===== config.mk =====
export PLATFORM = sky130hd
export DESIGN_NAME = fp_multiplier_seq
export DESIGN_NICKNAME = d
export VERILOG_FILES = /design/src/rtl/fp_pkg.sv /design/src/rtl/fp_mant_mul_seq.sv /design/src/rtl/fp_multiplier_seq.sv
export SDC_FILE = /design/constraint.sdc
export NUM_CORES = 1
export LEC_CHECK = 0
export ABC_AREA = 1
export BUFFER_PORTS_ARGS = -buffer_cell sky130_fd_sc_hd__buf_4
export CAP_MARGIN = 20
export CORE_MARGIN = 2
export CORE_UTILIZATION = 65
export CTS_CLUSTER_DIAMETER = 80
export DETAILED_ROUTE_END_ITERATION = 10
export PLACE_DENSITY_LB_ADDON = 0.1
export SYNTH_ARGS = -nofsm -noshare
export SYNTH_HDL_FRONTEND = slang
export SYNTH_SLANG_ARGS = --single-unit

===== constraint.sdc =====
create_clock -name clk -period 9.5 [get_ports clk]
set_input_delay 0.475 -clock clk [delete_from_list [all_inputs] [get_ports clk]]
set_output_delay 0.475 -clock clk [all_outputs]
set_load 0.01 [all_outputs]

===== src/rtl/fp_pkg.sv =====
// Shared definitions for the ALU floating-point units (multiplier, divider).
// Field widths, special encodings, the sequencer state type and operand unpacking.
package fp_pkg;

    localparam int EXP_W  = 8;
    localparam int FRAC_W = 23;
    localparam int BIAS   = 127;
    localparam int MANT_W = FRAC_W + 1;
    localparam int PROD_W = 2 * MANT_W;
    localparam int CNT_W  = 5;

    localparam logic [31:0]       QNAN     = 32'h7FC0_0000;
    localparam logic [EXP_W-1:0]  EXP_MAX  = 8'hFF;
    localparam logic [CNT_W-1:0]  CNT_LAST = CNT_W'(MANT_W - 1);

    typedef enum logic [1:0] {
        IDLE,
        MUL,
        NORM,
        DONE
    } fp_state_e;

    // Denormals are flushed: a zero exponent yields a zero mantissa.
    function automatic logic [MANT_W-1:0] unpack_mant(input logic [31:0] x);
        if (x[FRAC_W+EXP_W-1:FRAC_W] == '0)
            return '0;
        return {1'b1, x[FRAC_W-1:0]};
    endfunction

endpackage


===== src/rtl/fp_mant_mul_seq.sv =====
// Radix-2 shift-add mantissa multiplier: one multiplier bit retired per step.
// Only the top MANT_W+1 product bits are exported; lower bits are truncated away.
module fp_mant_mul_seq
    import fp_pkg::*;
(
    input  logic              clk_i,
    input  logic              rst_ni,
    input  logic              load_i,
    input  logic              step_i,
    input  logic [MANT_W-1:0] ma_i,
    input  logic [MANT_W-1:0] mb_i,
    output logic [CNT_W-1:0]  cnt_o,
    output logic [MANT_W:0]   product_o
);

    logic [MANT_W-1:0] ma_q, ma_d;
    logic [MANT_W-1:0] mb_q, mb_d;
    logic [PROD_W-1:0] acc_q, acc_d;
    logic [CNT_W-1:0]  cnt_q, cnt_d;

    always_comb begin
        ma_d  = ma_q;
        mb_d  = mb_q;
        acc_d = acc_q;
        cnt_d = cnt_q;
        if (load_i) begin
            ma_d  = ma_i;
            mb_d  = mb_i;
            acc_d = '0;
            cnt_d = '0;
        end else if (step_i) begin
            if (mb_q[0])
                acc_d = acc_q + (PROD_W'(ma_q) << cnt_q);
            mb_d  = mb_q >> 1;
            cnt_d = cnt_q + 1'b1;
        end
    end

    always_ff @(posedge clk_i or negedge rst_ni) begin
        if (!rst_ni) begin
            ma_q  <= '0;
            mb_q  <= '0;
            acc_q <= '0;
            cnt_q <= '0;
        end else begin
            ma_q  <= ma_d;
            mb_q  <= mb_d;
            acc_q <= acc_d;
            cnt_q <= cnt_d;
        end
    end

    assign cnt_o     = cnt_q;
    assign product_o = acc_q[PROD_W-1:FRAC_W];

endmodule


===== src/rtl/fp_multiplier_seq.sv =====
// Sequential single-precision multiplier with fixed 25-cycle start-to-done latency.
// Truncating, denormals flushed; exception flags overflow/underflow/invalid/inf operands.
module fp_multiplier_seq
    import fp_pkg::*;
(
    input  logic        clk,
    input  logic        reset_n,
    input  logic        start,
    input  logic [31:0] A,
    input  logic [31:0] B,
    output logic        busy,
    output logic        done,
    output logic [31:0] out,
    output logic        exception
);

    localparam int                E_W   = EXP_W + 2;
    localparam logic signed [E_W-1:0] BIAS_S = E_W'(BIAS);
    localparam logic signed [E_W-1:0] E_OVF  = E_W'(255);

    fp_state_e state_q, state_d;

    logic              load, step;
    logic              sign_q;
    logic [EXP_W-1:0]  ea_q, eb_q;
    logic [31:0]       out_q, out_d;
    logic              exc_q, exc_d;
    logic [CNT_W-1:0]  cnt;
    logic [MANT_W:0]   ptop;

    // Returns {exception, result}; ptop holds product bits [47:23].
    function automatic logic [32:0] pack_result(
        input logic             s,
        input logic [EXP_W-1:0] ea,
        input logic [EXP_W-1:0] eb,
        input logic [MANT_W:0]  p
    );
        logic signed [E_W-1:0] e;
        logic [FRAC_W-1:0]     frac;
        logic                  a_inf, b_inf, a_zero, b_zero;
        a_inf  = (ea == EXP_MAX);
        b_inf  = (eb == EXP_MAX);
        a_zero = (ea == '0);
        b_zero = (eb == '0);
        e = $signed({2'b00, ea}) + $signed({2'b00, eb}) - BIAS_S;
        if (p[MANT_W]) begin
            frac = p[MANT_W-1:1];
            e    = e + E_W'(1);
        end else begin
            frac = p[MANT_W-2:0];
        end
        if ((a_inf && b_zero) || (b_inf && a_zero))
            return {1'b1, QNAN};
        if (a_inf || b_inf)
            return {1'b1, s, EXP_MAX, {FRAC_W{1'b0}}};
        if (a_zero || b_zero)
            return {1'b0, s, 31'b0};
        if (e >= E_OVF)
            return {1'b1, s, EXP_MAX, {FRAC_W{1'b0}}};
        if (e <= E_W'(0))
            return {1'b1, s, 31'b0};
        return {1'b0, s, e[EXP_W-1:0], frac};
    endfunction

    fp_mant_mul_seq u_mant (
        .clk_i     (clk),
        .rst_ni    (reset_n),
        .load_i    (load),
        .step_i    (step),
        .ma_i      (unpack_mant(A)),
        .mb_i      (unpack_mant(B)),
        .cnt_o     (cnt),
        .product_o (ptop)
    );

    always_comb begin
        state_d = state_q;
        load    = 1'b0;
        step    = 1'b0;
        out_d   = out_q;
        exc_d   = exc_q;
        unique case (state_q)
            IDLE: begin
                if (start) begin
                    load    = 1'b1;
                    state_d = MUL;
                end
            end
            MUL: begin
                step = 1'b1;
                if (cnt == CNT_LAST)
                    state_d = NORM;
            end
            // Special cases ride through MUL so latency never depends on the data.
            NORM: begin
                {exc_d, out_d} = pack_result(sign_q, ea_q, eb_q, ptop);
                state_d        = DONE;
            end
            DONE: state_d = IDLE;
            default: state_d = IDLE;
        endcase
    end

    always_ff @(posedge clk or negedge reset_n) begin
        if (!reset_n)
            state_q <= IDLE;
        else
            state_q <= state_d;
    end

    always_ff @(posedge clk or negedge reset_n) begin
        if (!reset_n) begin
            sign_q <= 1'b0;
            ea_q   <= '0;
            eb_q   <= '0;
            out_q  <= '0;
            exc_q  <= 1'b0;
        end else begin
            out_q <= out_d;
            exc_q <= exc_d;
            if (load) begin
                sign_q <= A[31] ^ B[31];
                ea_q   <= A[30:23];
                eb_q   <= B[30:23];
            end
        end
    end

    assign busy      = (state_q != IDLE);
    assign done      = (state_q == DONE);
    assign out       = out_q;
    assign exception = exc_q;

endmodule


==> metrics.yaml, run 1 <==
layout:
  antenna_cells: 0
  syn2layout_area_growth_pct: 12.4
  drive_above_1_share: 0.106
  layout.nets: 1975
  design_area_um2: 13500
  fin_cells: 2079
logic_synthesis:
  ys_seq_area_frac: 0.320
  synthFlopType: "dfrtp_1"
  synth_cell_type_count: 51
  synth_edf_count: 0
  synthTopCellsByCount: "nand2_1, o21ai_0, inv_1"
  synth_cells: 1773
  synth.ff_latch_count: 153
  synth_area_leaders: "dfrtp_1, nand2_1, o21ai_0"
  syn_area_per_cell_um2: 6.75
  synth_most_common_cell: "nand2_1"
  yosysTopAreaCellShare: 0.320
  syn-num-nets: 1911
  yosysWarningCount: 0
  synth_area_um2: 12000
  synthArstFlopShare: 1.00
  yosysTopAreaCell: "dfrtp_1"
timing:
  tightestPinTransition_ns: 1.03
  finalSetupTns_ns: 0
  fin_crit_sh: 0.545
  fmax_mhz: 193
  maxSlewViolCount: 0
  timing.slew.headroom: 0.306
  fin_crit_ns: 5.17
  setup-violations-final: 0
  finClkSkew_ns: 0.0142
  rsz0062_at_grt: "false"
  finalHoldViolCount: 0
min_path:
  min_path_type: "in2async"
global_routing:
  grt_start_max_net_pins: 86
  grt_pass1_vias: 11600
  grt-ovfl-total: 0
  grt_use_total: 0.366
  grt_first_pass_wirelength_um: 58000
  antenna_found_initial: 0
floorplan:
  start_util: 0.664
  num_rows: 49
  die_w_um: 140
  dieArea_um2: 19500
  die-height_um: 140
  pin_count: 102
  core_um2: 18000
power_and_ir_drop:
  pwr-share-clk: 0.126
  p_seq_frac: 0.205
  switching_share: 0.551
  internal-power_uw: 2470
  p_per_area_nw_per_um2: 408
  p_leak_uw: 0.00655
  vdd_drop_max_uv: 515
  switchingPower_uw: 3030
  comb_power_share: 0.669
cts:
  post-cts-setup-buffer-count: 0
  cts_root_buf: "clkbuf_16"
  postCtsResizedCells: 0
  ctsHoldBuffers: 0
  cts_tree: "built"
  clkLatencyLatePin_ns: 0.44
  cts_buffer_depth: 2
  cts.sink_count: 153
  clk_pin_slew_ns: 0.07
  cts_buffers: 17
  htree_levels: 4
route:
  ant_nets: 0
  avgViaCountPerCell: 6.02
  dr.pass1.iters: 6
  wl_per_cell_um: 17.2
  vias: 12500
  drt_iter0_drc: 1438
  drc_errors: 0
  wl_um: 35700
setup_path:
  critPathArrivalTime_ns: 5.46
  max_stage_delay_ns: 0.88
  crit_type: "reg2reg"
  r2r_cells: 15
  worstSetupEndpointType: "flip-flop"
  crit_top_cell: "o21ai_0"
  r2r_end: "u_mant.acc_q[42]"
  critPathRequiredTime_ns: 9.79
  crit_path_start_kind: "flip-flop"
  rrSetupSlack_ns: 4.33
  cp_slowest_cell: "dfrtp_1"
  crit_chain: "inv_1 > o21ai_0 > mux2i_1 > o21ai_0 > nor2_1 > ha_1 > nand2_1 > nor2_1 > inv_1 > nor4_1 > nand3_1 > nand4_1 > a21oi_1 > o21ai_0 > o21ai_0"
  path_max_fanout: 26
  regToRegStartpoint: "u_mant.cnt_o[1]"
place:
  gp_congestion: 1.10
  placed_cells: 2046
  placed_area_um2: 12900
  hpwlAfterDp_um: 27300
  io_buffer_count: 101
run_status:
  status: "finished, final reports clean"
job:
  drv_cap: 0
-- cells by family after synthesis --
| logic type | Yosys count | share of synthesized area |
|---|---|---|
| XOR/XNOR | 10 | 0.00732 |
| buffers and inverters | 281 | 0.0908 |
| multiplexers | 27 | 0.0226 |
| flip-flops | 153 | 0.320 |
| AO/OA/AOI/OAI | 460 | 0.211 |
| adder cells (fa/ha/maj) | 71 | 0.0755 |
| AND/OR/NAND/NOR | 771 | 0.273 |
-- worst max-delay path by stage --
stage                    startpoint          endpoint  slack [ns]  cells after the start
floorplan           u_mant.cnt_o[0]  u_mant.acc_q[42]        6.40                     19
global route        u_mant.cnt_o[1]  u_mant.acc_q[42]        4.08                     17
detailed placement  u_mant.cnt_o[1]  u_mant.acc_q[42]        4.71                     17
finish              u_mant.cnt_o[1]  u_mant.acc_q[42]        4.33                     15
global placement    u_mant.cnt_o[1]  u_mant.acc_q[42]        4.81                     15
CTS                 u_mant.cnt_o[1]  u_mant.acc_q[42]        4.67                     17
-- power by group through the flow --
| stage | Sequential, uW | Clock [uW] | Combinational, uW |
|---|---|---|---|
| floorplan | 1080 | 0 | 2650 |
| global placement | 1120 | 0 | 3440 |
| detailed placement | 1120 | 0 | 3560 |
| CTS | 1120 | 699 | 3590 |
| global route | 1150 | 724 | 4090 |
| finish | 1120 | 694 | 3670 |
-- metal layers --
layer  share of wire  track usage
met1            0.42        0.505
met2            0.45        0.561
met3           0.097       0.0864
met4           0.036        0.141
met5               0            0
-- registers in the layout (all words and copies together), names as in the netlist --
register	count
ea_q	8
eb_q	8
exception	1
out	32
sign_q	1
state_q	2
u_mant.acc_q	48
u_mant.cnt_o	5
u_mant.ma_q	24
u_mant.mb_q	24
-- layout make-up --
type                    count  area [um2]
flip-flops and latches    153        3830
inverters                 213         800
repair buffers            113         896
well taps                 229         287
multi-input cells        1339        7060
clock buffers              17         425
clock inverters            15         170
fillers                  1466        4560
-- through the flow --
| step | total power, uW | worst slack (ns) | utilization | hold slack (ns) |
|---|---|---|---|---|
| floorplan | 3730 | 6.40 | - | 0.179 |
| global placement | 4570 | 4.81 | 0.710 | 0.467 |
| detailed placement | 4690 | 4.71 | 0.713 | 0.470 |
| CTS | 5410 | 4.67 | 0.746 | 0.139 |
| global route | 5960 | 4.08 | 0.747 | 0.184 |
| finish | 5490 | 4.33 | 0.747 | 0.108 |
-- cell usage in the layout, fill, tap and decap left out, drive strengths merged, types with 3 or more instances in the layout --
| master | n |
|---|---|
| nand2 | 411 |
| o21ai | 240 |
| inv | 220 |
| nor2 | 197 |
| dfrtp | 153 |
| a21oi | 144 |
| buf | 113 |
| nand3 | 88 |
| ha | 69 |
| o22ai | 32 |
| mux2i | 27 |
| nor3 | 25 |
| clkbuf | 17 |
| nand4 | 17 |
| nor4 | 15 |
| a21o | 12 |
| a31oi | 8 |
| clkinv | 7 |
| xor2 | 6 |
| or2 | 6 |
| o21a | 5 |
| o21bai | 5 |
| and3 | 4 |
| xnor2 | 4 |
| o31ai | 4 |
| nand3b | 3 |
| a32o | 3 |
| and2 | 3 |
-- critical path: cells and delay by family, from the launching register on --
kind | cells | cell delay [ns]
multiplexers | 1 | 0.17
buffers and inverters | 2 | 0.63
AND/OR/NAND/NOR | 6 | 1.80
flip-flops | 1 | 0.88
adder cells (fa/ha/maj) | 1 | 0.39
AO/OA/AOI/OAI | 5 | 1.13
Note: power is estimated with default switching activity, not from simulation.
==> run 2: changes to the inputs <==
--- a/config.mk
+++ b/config.mk
@@ -9,7 +9,7 @@
 export BUFFER_PORTS_ARGS = -buffer_cell sky130_fd_sc_hd__buf_4
 export CAP_MARGIN = 20
 export CORE_MARGIN = 2
-export CORE_UTILIZATION = 65
+export CORE_UTILIZATION = 56
 export CTS_CLUSTER_DIAMETER = 80
 export DETAILED_ROUTE_END_ITERATION = 10
 export PLACE_DENSITY_LB_ADDON = 0.1
==> constraint.sdc (replaced) <==
create_clock -name clk -period 4.65 [get_ports clk]
set_input_delay 0.2325 -clock clk [delete_from_list [all_inputs] [get_ports clk]]
set_output_delay 0.2325 -clock clk [all_outputs]
set_load 0.01 [all_outputs]
==> run 2 against run 1 <==
Compared with the run above: worst hold slack worse by 0.10 ns; sequential power up 100%; largest power group unchanged; utilization down 10 points; critical endpoint is now u_mant.acc_q[35]; cell count up 2.7%; clock-buffer cell count is the same; sequential cell count unchanged.
==> metrics.yaml, run 2 (synthesized netlist as in run 1, its figures left out) <==
cts:
  clk_pin_slew_ns: 0.08
  cts_buffer_depth: 2
  cts_buffers: 17
  post-cts-setup-buffer-count: 0
  cts_tree: "built"
  htree_levels: 4
  clkLatencyLatePin_ns: 0.44
  cts.sink_count: 153
  cts_root_buf: "clkbuf_16"
floorplan:
  num_rows: 53
  start_util: 0.569
  die_w_um: 150
  dieArea_um2: 22600
  core_um2: 21000
  pin_count: 102
  die-height_um: 150
route:
  drt_iter0_drc: 1004
  avgViaCountPerCell: 5.69
  dr.pass1.iters: 6
  vias: 12200
  drc_errors: 0
  wl_per_cell_um: 17.0
  wl_um: 36400
  ant_nets: 0
setup_path:
  r2r_end: "u_mant.acc_q[35]"
  worstSetupEndpointType: "flip-flop"
  rrSetupSlack_ns: 0.41
  crit_type: "reg2reg"
  crit_path_start_kind: "flip-flop"
  critPathRequiredTime_ns: 4.97
  r2r_cells: 21
  critPathArrivalTime_ns: 4.55
  path_max_fanout: 51
  regToRegStartpoint: "u_mant.cnt_o[0]"
layout:
  regArea_um2: 3830
  design_area_um2: 13600
  multiInputGateArea_um2: 7060
  layout_commonest_cell: "nand2_1"
  antenna_cells: 0
  syn2layout_area_growth_pct: 13.4
  layout.nets: 1986
  largest_register_ffs: 48
  regMostFlops: "u_mant.acc_q"
  final_cell_mix: "nand2_1, o21ai_0, inv_1"
  final_util: 0.646
  drive_above_1_share: 0.110
  nFillCells: 1946
place:
  gp_congestion: 0.997
  hpwlAfterDp_um: 28300
  placed_area_um2: 12900
  io_buffer_count: 101
  dp_slack_ns: 0.735
timing:
  fmax_mhz: 236
  maxSlewViolCount: 0
  tightestPinTransition_ns: 0.782
  worst_slack_ns: 0.414
  finalSetupTns_ns: 0
  rsz0062_at_grt: "false"
  finClkSkew_ns: 0.0147
  setup-violations-final: 0
  fin_crit_ns: 4.24
  timing.slew.headroom: 0.477
  fin_crit_sh: 0.911
  finalHoldViolCount: 0
run_status:
  status: "finished, final reports clean"
global_routing:
  antenna_found_initial: 0
  grt_start_max_net_pins: 78
  grt_first_pass_wirelength_um: 57100
  grt-ovfl-total: 0
  grt_pass1_vias: 11200
  grt_use_total: 0.324
min_path:
  hold_end: "ea_q[4]"
  min_path_cells: 3
  min_from: "A[27]"
  min_path_type: "in2reg"
power_and_ir_drop:
  p_leak_uw: 0.00659
  vdd_drop_max_uv: 447
  fin_total_pwr_uw: 11200
  p_per_area_nw_per_um2: 823
job:
  drv_cap: 0
==> run 2: what timing repair did <==
action,4_1_cts,5_1_grt
hold buffers,2,0
gates resized for setup,0,0
hold endpoints to repair,70,0
==> run 2: cell type report <==
type | instances | area share
sequential | 153 | 0.282
clock buffer | 17 | 0.0313
clock inverter | 15 | 0.0131
inverter | 213 | 0.0589
multi-input combinational | 1339 | 0.520
timing repair buffer | 124 | 0.0692
tap | 275 | 0.0254
==> run 2: worst max-delay path by stage <==
stage | from | endpoint | slack [ns] | cells past startpoint
5_1_grt | u_mant.cnt_o[0] | u_mant.acc_q[26] | 0.16 | 16
2_1_floorplan | u_mant.cnt_o[0] | u_mant.acc_q[42] | 1.55 | 19
4_1_cts | u_mant.cnt_o[0] | u_mant.acc_q[44] | 0.68 | 17
3_5_place_dp | u_mant.cnt_o[0] | u_mant.acc_q[35] | 0.73 | 21
6_report | u_mant.cnt_o[0] | u_mant.acc_q[35] | 0.41 | 21
3_3_place_gp | u_mant.cnt_o[0] | u_mant.acc_q[35] | 0.66 | 21
==> run 2: critical path, cell delays in order (launching register included) <==
cell and delay, ns:
dfrtp_1 0.32, buf_4 0.35, o21ai_0 0.20, or2_2 0.30, o21ai_0 0.14, mux2i_1 0.18, mux2i_1 0.38, nor2_1 0.17
ha_1 0.38, nand2_1 0.14, nor2_1 0.15, inv_1 0.09, nor2_1 0.26, nand4_1 0.18, nand3_1 0.18, nand2_1 0.08
nand2_1 0.11, nand3_1 0.08, nand2_1 0.13, a21oi_1 0.08, o21ai_0 0.11, nand2_1 0.08
==> run 2: through the flow <==
step,hold WS (ns),instances
6_report,0.00701,2136
5_1_grt,0.0116,2136
4_1_cts,0.00378,2136
3_5_place_dp,0.283,2102
3_3_place_gp,0.279,2102
2_1_floorplan,-0.0631,1773
==> run 2: report_power, final <==
group | internal (uW) | switching, uW
Sequential | 1890 | 360
Combinational | 2420 | 5070
Clock | 728 | 704
Total | 5030 | 6130
==> run 2: layer usage <==
layer	vias to the layer above	GRT usage	part of all wire
met5	-	0	0
met2	430	0.513	0.45
met1	5580	0.441	0.45
met4	0	0.109	0.031
met3	75	0.0721	0.075
li1	6078	-	-
==> run 3: changes to the inputs <==
--- a/config.mk
+++ b/config.mk
@@ -12,7 +12,8 @@
 export CORE_UTILIZATION = 56
 export CTS_CLUSTER_DIAMETER = 80
 export DETAILED_ROUTE_END_ITERATION = 10
-export PLACE_DENSITY_LB_ADDON = 0.1
+export GPL_TIMING_DRIVEN = 1
+export PLACE_DENSITY_LB_ADDON = 0.3
 export SYNTH_ARGS = -nofsm -noshare
 export SYNTH_HDL_FRONTEND = slang
 export SYNTH_SLANG_ARGS = --single-unit
==> run 3 against run 2 <==
Compared with the run above: worst hold slack barely moved; maximum frequency fell by 2.6%; final area rose by 0.47%; clock skew barely moved; combinational power rose by 0.9%; non-clock buffer count rose by 5; clock power rose by 7%; die area did not move; sequential share of layout area fell by 0.13 points; routed wire length barely moved; largest power group unchanged; highest routed layer unchanged.
==> metrics.yaml, run 3 (synthesized netlist as in run 1, its figures left out) <==
floorplan:
  die-height_um: 150
  start_util: 0.569
  num_rows: 53
  dieArea_um2: 22600
  die_w_um: 150
  pin_count: 102
  core_um2: 21000
timing:
  tightestPinTransition_ns: 0.929
  holdWs_ns: 0.00737
  maxSlewViolCount: 0
  rsz0062_at_grt: "false"
  finClkSkew_ns: 0.0147
  timing.slew.headroom: 0.381
  fmax_mhz: 230
  finalSetupTns_ns: 0
  fin_crit_sh: 0.935
  fin_crit_ns: 4.35
  setup-violations-final: 0
  finalHoldViolCount: 0
route:
  dr.pass1.iters: 5
  wl_um: 36400
  vias: 12200
  avgViaCountPerCell: 5.68
  drc_errors: 0
  drt_iter0_drc: 1094
  ant_nets: 0
  wl_per_cell_um: 17.0
setup_path:
  regToRegStartpoint: "u_mant.cnt_o[0]"
  cp_top_family: "compound AO/OA/AOI/OAI gates"
  crit_chain: "buf_4 > o21ai_0 > inv_1 > nand2_1 > o21ai_0 > o21ai_0 > mux2i_1 > o21ai_0 > ha_1 > a21oi_1 > o21ai_0 > a21oi_1 > nand3_1 > nand2_1 > nand2_1 > nand3_1 > nand2_1 > o21ai_0 > nand2_1"
  crit_path_start_kind: "flip-flop"
  path_max_fanout: 13
  crit_type: "reg2reg"
  cp_slowest_cell: "dfrtp_1"
  max_stage_delay_ns: 0.50
  startpoint: "u_mant.cnt_o[0]"
  critPathArrivalTime_ns: 4.66
  worstSetupEndpointType: "flip-flop"
  critPathRequiredTime_ns: 4.96
  crit_top_cell: "o21ai_0"
  path_buf_inv: 2
cts:
  clkLatencyLatePin_ns: 0.44
  htree_levels: 4
  cts.sink_count: 153
  ctsHoldBuffers: 1
  cts_root_buf: "clkbuf_16"
  post-cts-setup-buffer-count: 0
  cts_tree: "built"
  clk_pin_slew_ns: 0.07
  cts_buffer_depth: 2
  cts_buffers: 17
  postCtsResizedCells: 0
power_and_ir_drop:
  pwr-share-clk: 0.135
  internal-power_uw: 5230
  p_seq_frac: 0.198
  vdd_drop_max_uv: 551
  fin_total_pwr_uw: 11300
  p_leak_uw: 0.00663
  switchingPower_uw: 6110
  switching_share: 0.539
  p_per_area_nw_per_um2: 832
  comb_power_share: 0.667
global_routing:
  antenna_found_initial: 0
  grt_first_pass_wirelength_um: 57400
  grt_start_max_net_pins: 92
  grt_use_total: 0.326
  grt_pass1_vias: 11200
  grt-ovfl-total: 0
layout:
  final_cell_mix: "nand2_1, o21ai_0, inv_1"
  drive_above_1_share: 0.113
  fin_cells: 2141
  layout_commonest_cell: "nand2_1"
  syn2layout_area_growth_pct: 13.9
  antenna_cells: 0
  largest_register_ffs: 48
  layout.nets: 1991
  regMostFlops: "u_mant.acc_q"
min_path:
  min_from: "B[27]"
  min_path_type: "in2reg"
place:
  placed_cells: 2108
  gp_congestion: 0.998
  hpwlAfterDp_um: 28400
  io_buffer_count: 101
run_status:
  status: "finished, final reports clean"
job:
  drv_cap: 0
## run 3: cell types whose count changed in the layout (fill, tap and decap cells not counted)
cell / before / now
buf_4: 121 / 127
bufinv_16: 0 / 3
clkinv_8: 4 / 1
clkinv_4: 3 / 1
inv_6: 2 / 4
clkbuf_1: 0 / 1
dlygate4sd3_1: 2 / 1
inv_12: 1 / 0
## run 3: routing by layer
| layer | global-route usage | up-vias | share of wire |
|---|---|---|---|
| li1 | - | 6074 | - |
| met1 | 0.449 | 5632 | 0.45 |
| met2 | 0.532 | 404 | 0.46 |
| met3 | 0.0512 | 56 | 0.063 |
| met4 | 0.0967 | 0 | 0.025 |
| met5 | 0 | - | 0 |
## run 3: final timing paths
check / endpoint / slack (ns) / cells past startpoint
worst min-delay path: eb_q[4] / 0.007 / 3
min in group asynchronous: out[0] / 0.39 / 2
worst max register to register: u_mant.acc_q[35] / 0.30 / 19
worst min register to register: out[7] / 0.49 / 2
max in group asynchronous: sign_q / 3.15 / 3
worst max-delay path: u_mant.acc_q[35] / 0.30 / 19
## run 3: per-stage QoR
stage | util | setup WS [ns] | area (um2)
after floorplan | - | 1.55 | 12000
after global placement | 0.618 | 0.541 | 13000
after detailed placement | 0.618 | 0.524 | 13000
after CTS | 0.649 | 0.474 | 13600
after global routing | 0.649 | 0.0422 | 13600
final | 0.649 | 0.303 | 13600
## run 3: cell type report
type	count	area (um2)
timing repair buffer	129	975
fill	1989	7390
sequential	153	3830
clock inverter	14	203
multi-input combinational	1339	7060
clock buffer	18	429
inverter	213	800
tap	275	344
## run 3: worst register-to-register path: stages (launching register included)
cell and delay [ns]:
dfrtp_1 0.50, buf_4 0.22, o21ai_0 0.17, inv_1 0.07, nand2_1 0.05, o21ai_0 0.12
o21ai_0 0.43, mux2i_1 0.19, o21ai_0 0.39, ha_1 0.36, a21oi_1 0.21, o21ai_0 0.15
a21oi_1 0.30, nand3_1 0.23, nand2_1 0.11, nand2_1 0.14, nand3_1 0.11, nand2_1 0.08
o21ai_0 0.30, nand2_1 0.08
## run 3: power by group through the flow
stage	combinational, uW	clock (uW)	sequential, uW
global route	8470	1590	2310
floorplan	5410	0	2210
CTS	7460	1540	2240
finish	7560	1530	2250
detailed placement	7410	0	2260
global placement	7310	0	2240
